### config.mk
export PLATFORM = sky130hd
export DESIGN_NAME = mem_stage_lsu
export DESIGN_NICKNAME = d
export VERILOG_FILES = /design/src/rtl/mem_stage_lsu.sv
export SDC_FILE = /design/constraint.sdc
export NUM_CORES = 1
export LEC_CHECK = 0
export CAP_MARGIN = 25
export CORE_ASPECT_RATIO = 0.8
export CORE_UTILIZATION = 43
export CTS_BUF_LIST = sky130_fd_sc_hd__clkbuf_4
export CTS_CLUSTER_DIAMETER = 60
export DETAILED_ROUTE_END_ITERATION = 6
export GPL_ROUTABILITY_DRIVEN = 0
export PLACE_DENSITY = 0.88
export RECOVER_POWER = 50
export SKIP_CTS_REPAIR_TIMING = 1
export SYNTH_ARGS = -nofsm -noshare
export SYNTH_HDL_FRONTEND = slang
export SYNTH_SLANG_ARGS = --single-unit
### constraint.sdc
create_clock -name clk -period 2.84 [get_ports clk]
set_input_delay 0.852 -clock clk [delete_from_list [all_inputs] [get_ports clk]]
set_output_delay 0.852 -clock clk [all_outputs]
set_load 0.05 [all_outputs]
### src/rtl/mem_stage_lsu.sv
// MEM stage load/store unit: drives a req/ack data-memory port, builds byte lanes,
// extends load data and registers the MEM/WB payload, stalling upstream while an access is open.
module mem_stage_lsu #(
  parameter int TIMEOUT_CYCLES = 16
) (
  input  logic        clk,
  input  logic        reset,
  input  logic [31:0] alu_result_in,
  input  logic [31:0] write_data_in,
  input  logic [31:0] pc_plus_4_in,
  input  logic [2:0]  fun3_in,
  input  logic        mem_write_in,
  input  logic        mem_to_reg_in,
  input  logic        reg_write_in,
  input  logic        jump_in,
  input  logic [4:0]  write_reg_in,
  output logic        stall_out,
  output logic        dmem_req,
  output logic        dmem_we,
  output logic [31:0] dmem_addr,
  output logic [31:0] dmem_wdata,
  output logic [3:0]  dmem_be,
  input  logic        dmem_ack,
  input  logic [31:0] dmem_rdata,
  output logic        wb_reg_write_out,
  output logic [4:0]  wb_write_reg_out,
  output logic [31:0] wb_data_out,
  output logic        mem_err,
  output logic [1:0]  mem_err_cause
);
  localparam int CW = $clog2(TIMEOUT_CYCLES + 1);
  localparam logic [CW-1:0] CNT_LAST = CW'(TIMEOUT_CYCLES - 1);

  typedef enum logic {IDLE = 1'b0, BUSY = 1'b1} state_t;

  function automatic logic [3:0] store_be(input logic [1:0] size, input logic [1:0] k);
    case (size)
      2'b00:   return 4'b0001 << k;
      2'b01:   return 4'b0011 << k;
      default: return 4'b1111;
    endcase
  endfunction

  function automatic logic [31:0] store_wdata(input logic [1:0] size, input logic [31:0] wd);
    case (size)
      2'b00:   return {4{wd[7:0]}};
      2'b01:   return {2{wd[15:0]}};
      default: return wd;
    endcase
  endfunction

  function automatic logic [31:0] load_extend(input logic [2:0] f3, input logic [1:0] k,
                                              input logic [31:0] rdata);
    logic [7:0]  b;
    logic [15:0] h;
    b = rdata[{k, 3'b000} +: 8];
    h = k[1] ? rdata[31:16] : rdata[15:0];
    case (f3)
      3'b000:  return {{24{b[7]}}, b};
      3'b001:  return {{16{h[15]}}, h};
      3'b100:  return {24'd0, b};
      3'b101:  return {16'd0, h};
      default: return rdata;
    endcase
  endfunction

  state_t        state_q, state_d;
  logic [CW-1:0] cnt_q, cnt_d;
  logic          req_q, req_d;
  logic          we_q, we_d;
  logic [31:0]   addr_q, addr_d;
  logic [31:0]   wdata_q, wdata_d;
  logic [3:0]    be_q, be_d;
  logic          wb_rw_q, wb_rw_d;
  logic [4:0]    wb_rd_q, wb_rd_d;
  logic [31:0]   wb_data_q, wb_data_d;
  logic          err_q, err_d;
  logic [1:0]    cause_q, cause_d;

  logic mem_op, illegal, misaligned;

  always_comb begin
    mem_op     = mem_write_in | mem_to_reg_in;
    illegal    = mem_op && (fun3_in == 3'b011 || fun3_in == 3'b110 || fun3_in == 3'b111);
    misaligned = mem_op && ((fun3_in[1:0] == 2'b01 && alu_result_in[0]) ||
                            (fun3_in[1:0] == 2'b10 && alu_result_in[1:0] != 2'b00));
  end

  always_comb begin
    state_d   = state_q;
    cnt_d     = cnt_q;
    req_d     = req_q;
    we_d      = we_q;
    addr_d    = addr_q;
    wdata_d   = wdata_q;
    be_d      = be_q;
    wb_rw_d   = wb_rw_q;
    wb_rd_d   = wb_rd_q;
    wb_data_d = wb_data_q;
    err_d     = 1'b0;
    cause_d   = cause_q;
    stall_out = 1'b0;
    case (state_q)
      IDLE: begin
        if (!mem_op) begin
          wb_rw_d   = reg_write_in;
          wb_rd_d   = write_reg_in;
          wb_data_d = jump_in ? pc_plus_4_in : alu_result_in;
        end else if (illegal || misaligned) begin
          err_d   = 1'b1;
          cause_d = illegal ? 2'b11 : 2'b01;
          wb_rw_d = 1'b0;
        end else begin
          stall_out = 1'b1;
          state_d   = BUSY;
          cnt_d     = '0;
          req_d     = 1'b1;
          we_d      = mem_write_in;
          addr_d    = {alu_result_in[31:2], 2'b00};
          be_d      = store_be(fun3_in[1:0], alu_result_in[1:0]);
          wdata_d   = store_wdata(fun3_in[1:0], write_data_in);
          wb_rw_d   = 1'b0;
        end
      end
      BUSY: begin
        // EX/MEM is held while we stall, so the *_in fields still describe this access
        if (dmem_ack) begin
          state_d = IDLE;
          req_d   = 1'b0;
          if (we_q) begin
            wb_rw_d = 1'b0;
          end else begin
            wb_rw_d   = reg_write_in;
            wb_rd_d   = write_reg_in;
            wb_data_d = load_extend(fun3_in, alu_result_in[1:0], dmem_rdata);
          end
        end else if (cnt_q == CNT_LAST) begin
          state_d = IDLE;
          req_d   = 1'b0;
          err_d   = 1'b1;
          cause_d = 2'b10;
          wb_rw_d = 1'b0;
        end else begin
          stall_out = 1'b1;
          cnt_d     = cnt_q + 1'b1;
          wb_rw_d   = 1'b0;
        end
      end
      default: state_d = IDLE;
    endcase
  end

  always_ff @(posedge clk) begin
    if (reset) begin
      state_q   <= IDLE;
      cnt_q     <= '0;
      req_q     <= 1'b0;
      we_q      <= 1'b0;
      addr_q    <= '0;
      wdata_q   <= '0;
      be_q      <= '0;
      wb_rw_q   <= 1'b0;
      wb_rd_q   <= '0;
      wb_data_q <= '0;
      err_q     <= 1'b0;
      cause_q   <= '0;
    end else begin
      state_q   <= state_d;
      cnt_q     <= cnt_d;
      req_q     <= req_d;
      we_q      <= we_d;
      addr_q    <= addr_d;
      wdata_q   <= wdata_d;
      be_q      <= be_d;
      wb_rw_q   <= wb_rw_d;
      wb_rd_q   <= wb_rd_d;
      wb_data_q <= wb_data_d;
      err_q     <= err_d;
      cause_q   <= cause_d;
    end
  end

  assign dmem_req         = req_q;
  assign dmem_we          = we_q;
  assign dmem_addr        = addr_q;
  assign dmem_wdata       = wdata_q;
  assign dmem_be          = be_q;
  assign wb_reg_write_out = wb_rw_q;
  assign wb_write_reg_out = wb_rd_q;
  assign wb_data_out      = wb_data_q;
  assign mem_err          = err_q;
  assign mem_err_cause    = cause_q;
endmodule

* Word level (Yosys, flattened, before mapping)
Cells that the tools add are included.
Operators by class: bitwise operators 3, shifts and indexed selects 3, reduce and logical (&&, ||, !) cells 16, magnitude comparators 0, eq/ne operators 19, multiplexer cells 43, divide/modulo/power cells 0, $mul 0, add/subtract/negate cells 1
Operators with widths (number):
- 32-bit 2-to-1 mux | 4
- 32-bit one-hot mux with 2 select lines | 2
- 32-bit one-hot mux with 4 select lines | 1
- 5-bit 2-to-1 mux | 7
- 32-bit by 6-bit variable part select with 8-bit output | 1
- 5-bit one-hot mux with 2 select lines | 2
- 16-bit 2-to-1 mux | 1
- 2-bit != test, second input constant | 8
- 1-bit 2-to-1 mux | 15
- 3-bit == test, second input constant | 4
- 2-bit 2-to-1 mux | 5
- 3-bit AND reduction | 3
- 1-bit one-hot mux with 2 select lines | 4
- 4-bit one-hot mux with 2 select lines | 1
- 4-bit AND reduction | 2
- 5-bit by 1-bit adder with 5-bit output, second input constant | 1
- 5-bit by 4-bit == test with 1-bit output, second input constant | 1
- 1-bit logical AND | 4
- 1-bit logical OR | 4
- 2-bit one-hot mux with 2 select lines | 1
- 1-bit by 2-bit left shift with 4-bit output, first input constant | 1
- 2-bit by 2-bit left shift with 4-bit output, first input constant | 1
- 3-bit by 1-bit == test with 1-bit output, second input constant | 1
- 3-bit by 2-bit == test with 1-bit output, second input constant | 1
- other kinds (9) | 10
Word-level totals: memory bits (writable) 0, input bits 143, output and inout bits 112, bits in registers 115, bits in read-only memories 0, latch bits 0, memories 0

* Logic depth before layout (Yosys ltp)
depth in word-level cells 8, depth in mapped cells 7

* Worst setup path before layout
No wires, ideal clock.
path type input -> output, start input port fun3_in[0], end output port stall_out, data required time 1.988 ns, stages on the path 5, arrival 1.982 ns, setup slack 0.006 ns, cell sequence buf_4 nor4_4 o21ai_2 buf_2 nand2_1
On the way: cells in the longest elaborated chain, start to end 8
RTL lines:
- from (decl) | line 11 | input logic [2:0] fun3_in,
- 3-bit by 2-bit == test with 1-bit output (tied with other cells) | line 84 | illegal = mem_op && (fun3_in == 3'b011 || fun3_in == 3'b110 || fun3_in == 3'b111);
- 1-bit logical OR (tied with other cells) | line 84
- 1-bit logical OR (on tied branches) | line 84, 85
- 1-bit logical AND (on tied branches) | line 84, 85
- 1-bit logical OR (*) | line 109 | end else if (illegal || misaligned) begin
- 1-bit 2-to-1 mux (*) | line 109
- 1-bit 2-to-1 mux (*) | line 105 | if (!mem_op) begin
- 1-bit one-hot mux with 2 select lines (*) | line 103 | case (state_q)
- to (decl) | line 17 | output logic stall_out,
Every way passes the cells marked *; elsewhere a longest branch is shown, timed or not.

* Final worst setup path
start input port mem_to_reg_in, end output port stall_out
On the way: cells in the longest elaborated chain, start to end 6
RTL lines:
- from (decl) | line 13 | input logic mem_to_reg_in,
- 1-bit bitwise OR (*) | line 83 | mem_op = mem_write_in | mem_to_reg_in;
- 1-bit logical AND (on tied branches) | line 84, 85
- 1-bit logical OR | line 109
- 1-bit 2-to-1 mux | line 109
- 1-bit 2-to-1 mux (*) | line 105
- 1-bit one-hot mux with 2 select lines (*) | line 103
Marked as above.

==> results_dict.tcl <==
set metrics [dict create \
    drtPass1Iterations 5 \
    cts-root-buf "clkbuf_4" \
    grt_pass1_wl_mm 30.8 \
    cp_slowest_stage_delay_ns 0.59 \
    ys_types 50 \
    crit_arrival_ns 2.06 \
    violations "setup timing" \
    yosysWarnings 0 \
    cts_buffer_depth 2 \
    comb_power_share 0.330 \
    slew_headroom 0.508 \
    drive_gt1_frac 0.108 \
    final_cells 1113 \
    critPathLaunchType "primary input" \
    syn_avg_cell_area_um2 8.41 \
    crit_slowest_cell "dlygate4sd3_1" \
    crit_path_cell_trace "dlygate4sd3_1 -> o21ba_1 -> o21ai_4 -> nand2_4 -> buf_8" \
    fin_crit_ns 2.91 \
    grt_pass1_vias 5776 \
    start_util 0.442 \
    ir_drop_mv 0.364 \
    num_antenna_cells 0 \
    crit_fanout 2 \
    grt_max_degree 108 \
    grt_antenna_before_repair 0 \
    finalInstanceArea_um2 8760 \
    cp_top_family "buffers and inverters" \
    clk_latency_ns 0.52 \
    grtUsageMet1 0.377 \
    finalHoldViolations 0 \
    swShare 0.364 \
    fin_crit_sh 1.02 \
    route.detailed.drc 0 \
    wire_per_inst_um 18.3 \
    seq_area_frac_synth 0.403 \
    finalHoldWorstSlack_ns 0.461 \
    top_usage_layer "met2" \
    finalPower_w 0.00450 \
    dieArea_um2 13800 \
    clock.fmax_mhz 344 \
    dieHeight_um 105 \
    p_per_area_nw_per_um2 514 \
    area_growth_pct 53.3 \
    dp.cells 1079 \
    p_switching_w 0.00164 \
    async_flop_share 0 \
    row_count 37 \
    finalWorstSetupSlack_ns -0.0671 \
    ant_nets 0 \
    grt_use_met2 0.469 \
    htree_levels 4 \
    drt-total-wl_mm 20.3 \
    vias_per_cell 5.48 \
    setup_viol 1 \
    grt-ovfl-total 0 \
    syn-instance-count 679 \
    num_vias 6102 \
    pwr-share-clk 0.269 \
    end_kind "output pin" \
    hold_path.class "flop to flop" \
    rsz0062_at_grt "yes" \
    synth-main-ff-cell "dfxtp_1" \
    utilization 0.678 \
    drt-initial-drc-count 452 \
    internal_power_w 0.00286 \
    drv_slew 0 \
    cp_num_buf_inv 2 \
    coreArea_um2 12900 \
    seqPwrFrac 0.400 \
    track_usage 0.294 \
    grt_use_met3 0.0896 \
    place_area_um2 8480 \
    cts_sinks 115 \
    leakagePower_nw 3.25 \
    status "complete, but fails checks" \
    portBuffers 252 \
    ios 255 \
    required_ns 1.99 \
    final_nets 1070 \
    rrSetupSlack_ns 0.67 \
    cts_tree "yes" \
    max_cap_violations 0 \
    die_w_um 131 \
    synth-edff-count 0 \
    clkSlewWorstSetupHoldPaths_ns 0.11 \
    syn-cell-area_um2 5710 \
    cts_buffers 17 \
    critical_path_class "primary input to output pin" \
    ys_ff_latch 115 \
    skew_ns 0.0204 \
    worstMarginPinSlew_ns 0.738 \
    hpwl_mm 14.6 \
]
-- logic make-up after synthesis --
family | after synthesis | synth area share
other cells | 1 | 0.000657
simple gates | 229 | 0.186
xor+xnor | 3 | 0.00460
fa+ha+maj | 2 | 0.00438
buf+inv | 64 | 0.0559
compound gates | 211 | 0.251
flops | 115 | 0.403
mux | 54 | 0.0946
-- layout make-up --
cell class	instances	area (µm²)
Timing Repair Buffer	287	2810
Clock inverter	13	136
Tap cell	175	219
Clock buffer	19	143
Sequential cell	115	2300
Fill cell	1066	4160
Inverter	3	11.3
Multi-Input combinational cell	501	3140
-- power groups by stage --
stage	registers, W	logic (W)	clock network, W
after floorplan	0.00225	0.000455	0
after global placement	0.00183	0.00148	0
after detailed placement	0.00183	0.00149	0
after CTS	0.00180	0.00150	0.00123
after global routing	0.00182	0.00157	0.00132
final	0.00180	0.00149	0.00121
-- layout by cell type (no fill, tap or decap), types with 2 or more instances in the layout --
master	instances
a211oi_1	25
a211oi_2	10
a21oi_1	72
a221o_1	7
a311oi_1	9
a31oi_1	14
buf_12	3
buf_2	2
buf_4	27
bufinv_16	2
clkbuf_1	2
clkbuf_2	4
clkbuf_4	19
clkdlybuf4s50_1	244
clkinv_2	4
clkinv_4	2
clkinvlp_4	4
conb_1	2
dfxtp_1	113
dfxtp_2	2
dlymetal6s2s_1	3
ha_4	2
inv_1	2
mux2i_1	54
nand2_1	133
nand2b_1	6
nand3_1	3
nand3b_1	27
nor2_1	37
nor2b_1	2
nor3_1	8
o211ai_1	9
o21a_1	7
o21ai_0	39
o21ai_1	2
o22ai_2	7
xor2_1	2
-- sequential cells by signal, summed over array words and instances (netlist names) --
register and count:
cnt_q 5, dmem_addr 30, dmem_be 4, dmem_req 1, dmem_wdata 32, dmem_we 1
mem_err 1, mem_err_cause 2, state_q 1, wb_data_out 32, wb_reg_write_out 1, wb_write_reg_out 5
-- synth_stat cells (all sizes together), types with 2 or more instances --
cell / number / share of area
nor2b: 2 / 0.0022
o22ai: 7 / 0.015
inv: 2 / 0.0013
a211oi: 35 / 0.055
o21ai: 43 / 0.039
ha: 2 / 0.0044
a31oi: 14 / 0.015
nor3: 8 / 0.0070
a21oi: 73 / 0.065
nand3: 3 / 0.0026
a311oi: 9 / 0.014
nand3b: 28 / 0.037
or3b: 2 / 0.0031
and3: 2 / 0.0022
o21a: 8 / 0.011
clkbuf: 29 / 0.019
nand2b: 6 / 0.0066
mux2i: 54 / 0.095
buf: 32 / 0.035
xor2: 2 / 0.0031
nor2: 37 / 0.024
a221o: 7 / 0.012
dfxtp: 115 / 0.40
o211ai: 9 / 0.012
nand2: 134 / 0.088
-- metal layers --
layer | vias to the layer above | wire, µm
met5 | - | 0
met4 | 0 | 335
met3 | 31 | 1750
met2 | 286 | 9550
met1 | 2867 | 8680
li1 | 2918 | -
-- path summary, 6_finish.rpt --
check | from | end | depth (start not counted)
max reg2reg | state_q$_SDFF_PP0_ | dmem_wdata[23]$_SDFFE_PP0P_ | 7
min reg2reg | dmem_addr[29]$_SDFFE_PP0P_ | dmem_addr[29]$_SDFFE_PP0P_ | 2
min | dmem_addr[29]$_SDFFE_PP0P_ | dmem_addr[29]$_SDFFE_PP0P_ | 2
max | mem_to_reg_in | stall_out | 5
-- stage by stage --
stage,worst slack (ns),TNS [ns]
2_1_floorplan,0.00645,0
3_3_place_gp,-0.196,-0.196
3_5_place_dp,-0.224,-0.240
4_1_cts,-0.379,-0.379
5_1_grt,-0.123,-0.123
6_report,-0.0671,-0.0671
-- worst min-delay path, stage by stage (launching register included) --
cell and delay (ns):
dfxtp_1 0.33, nand2_1 0.05, a21oi_1 0.05
(Power assumes the default switching activity.)
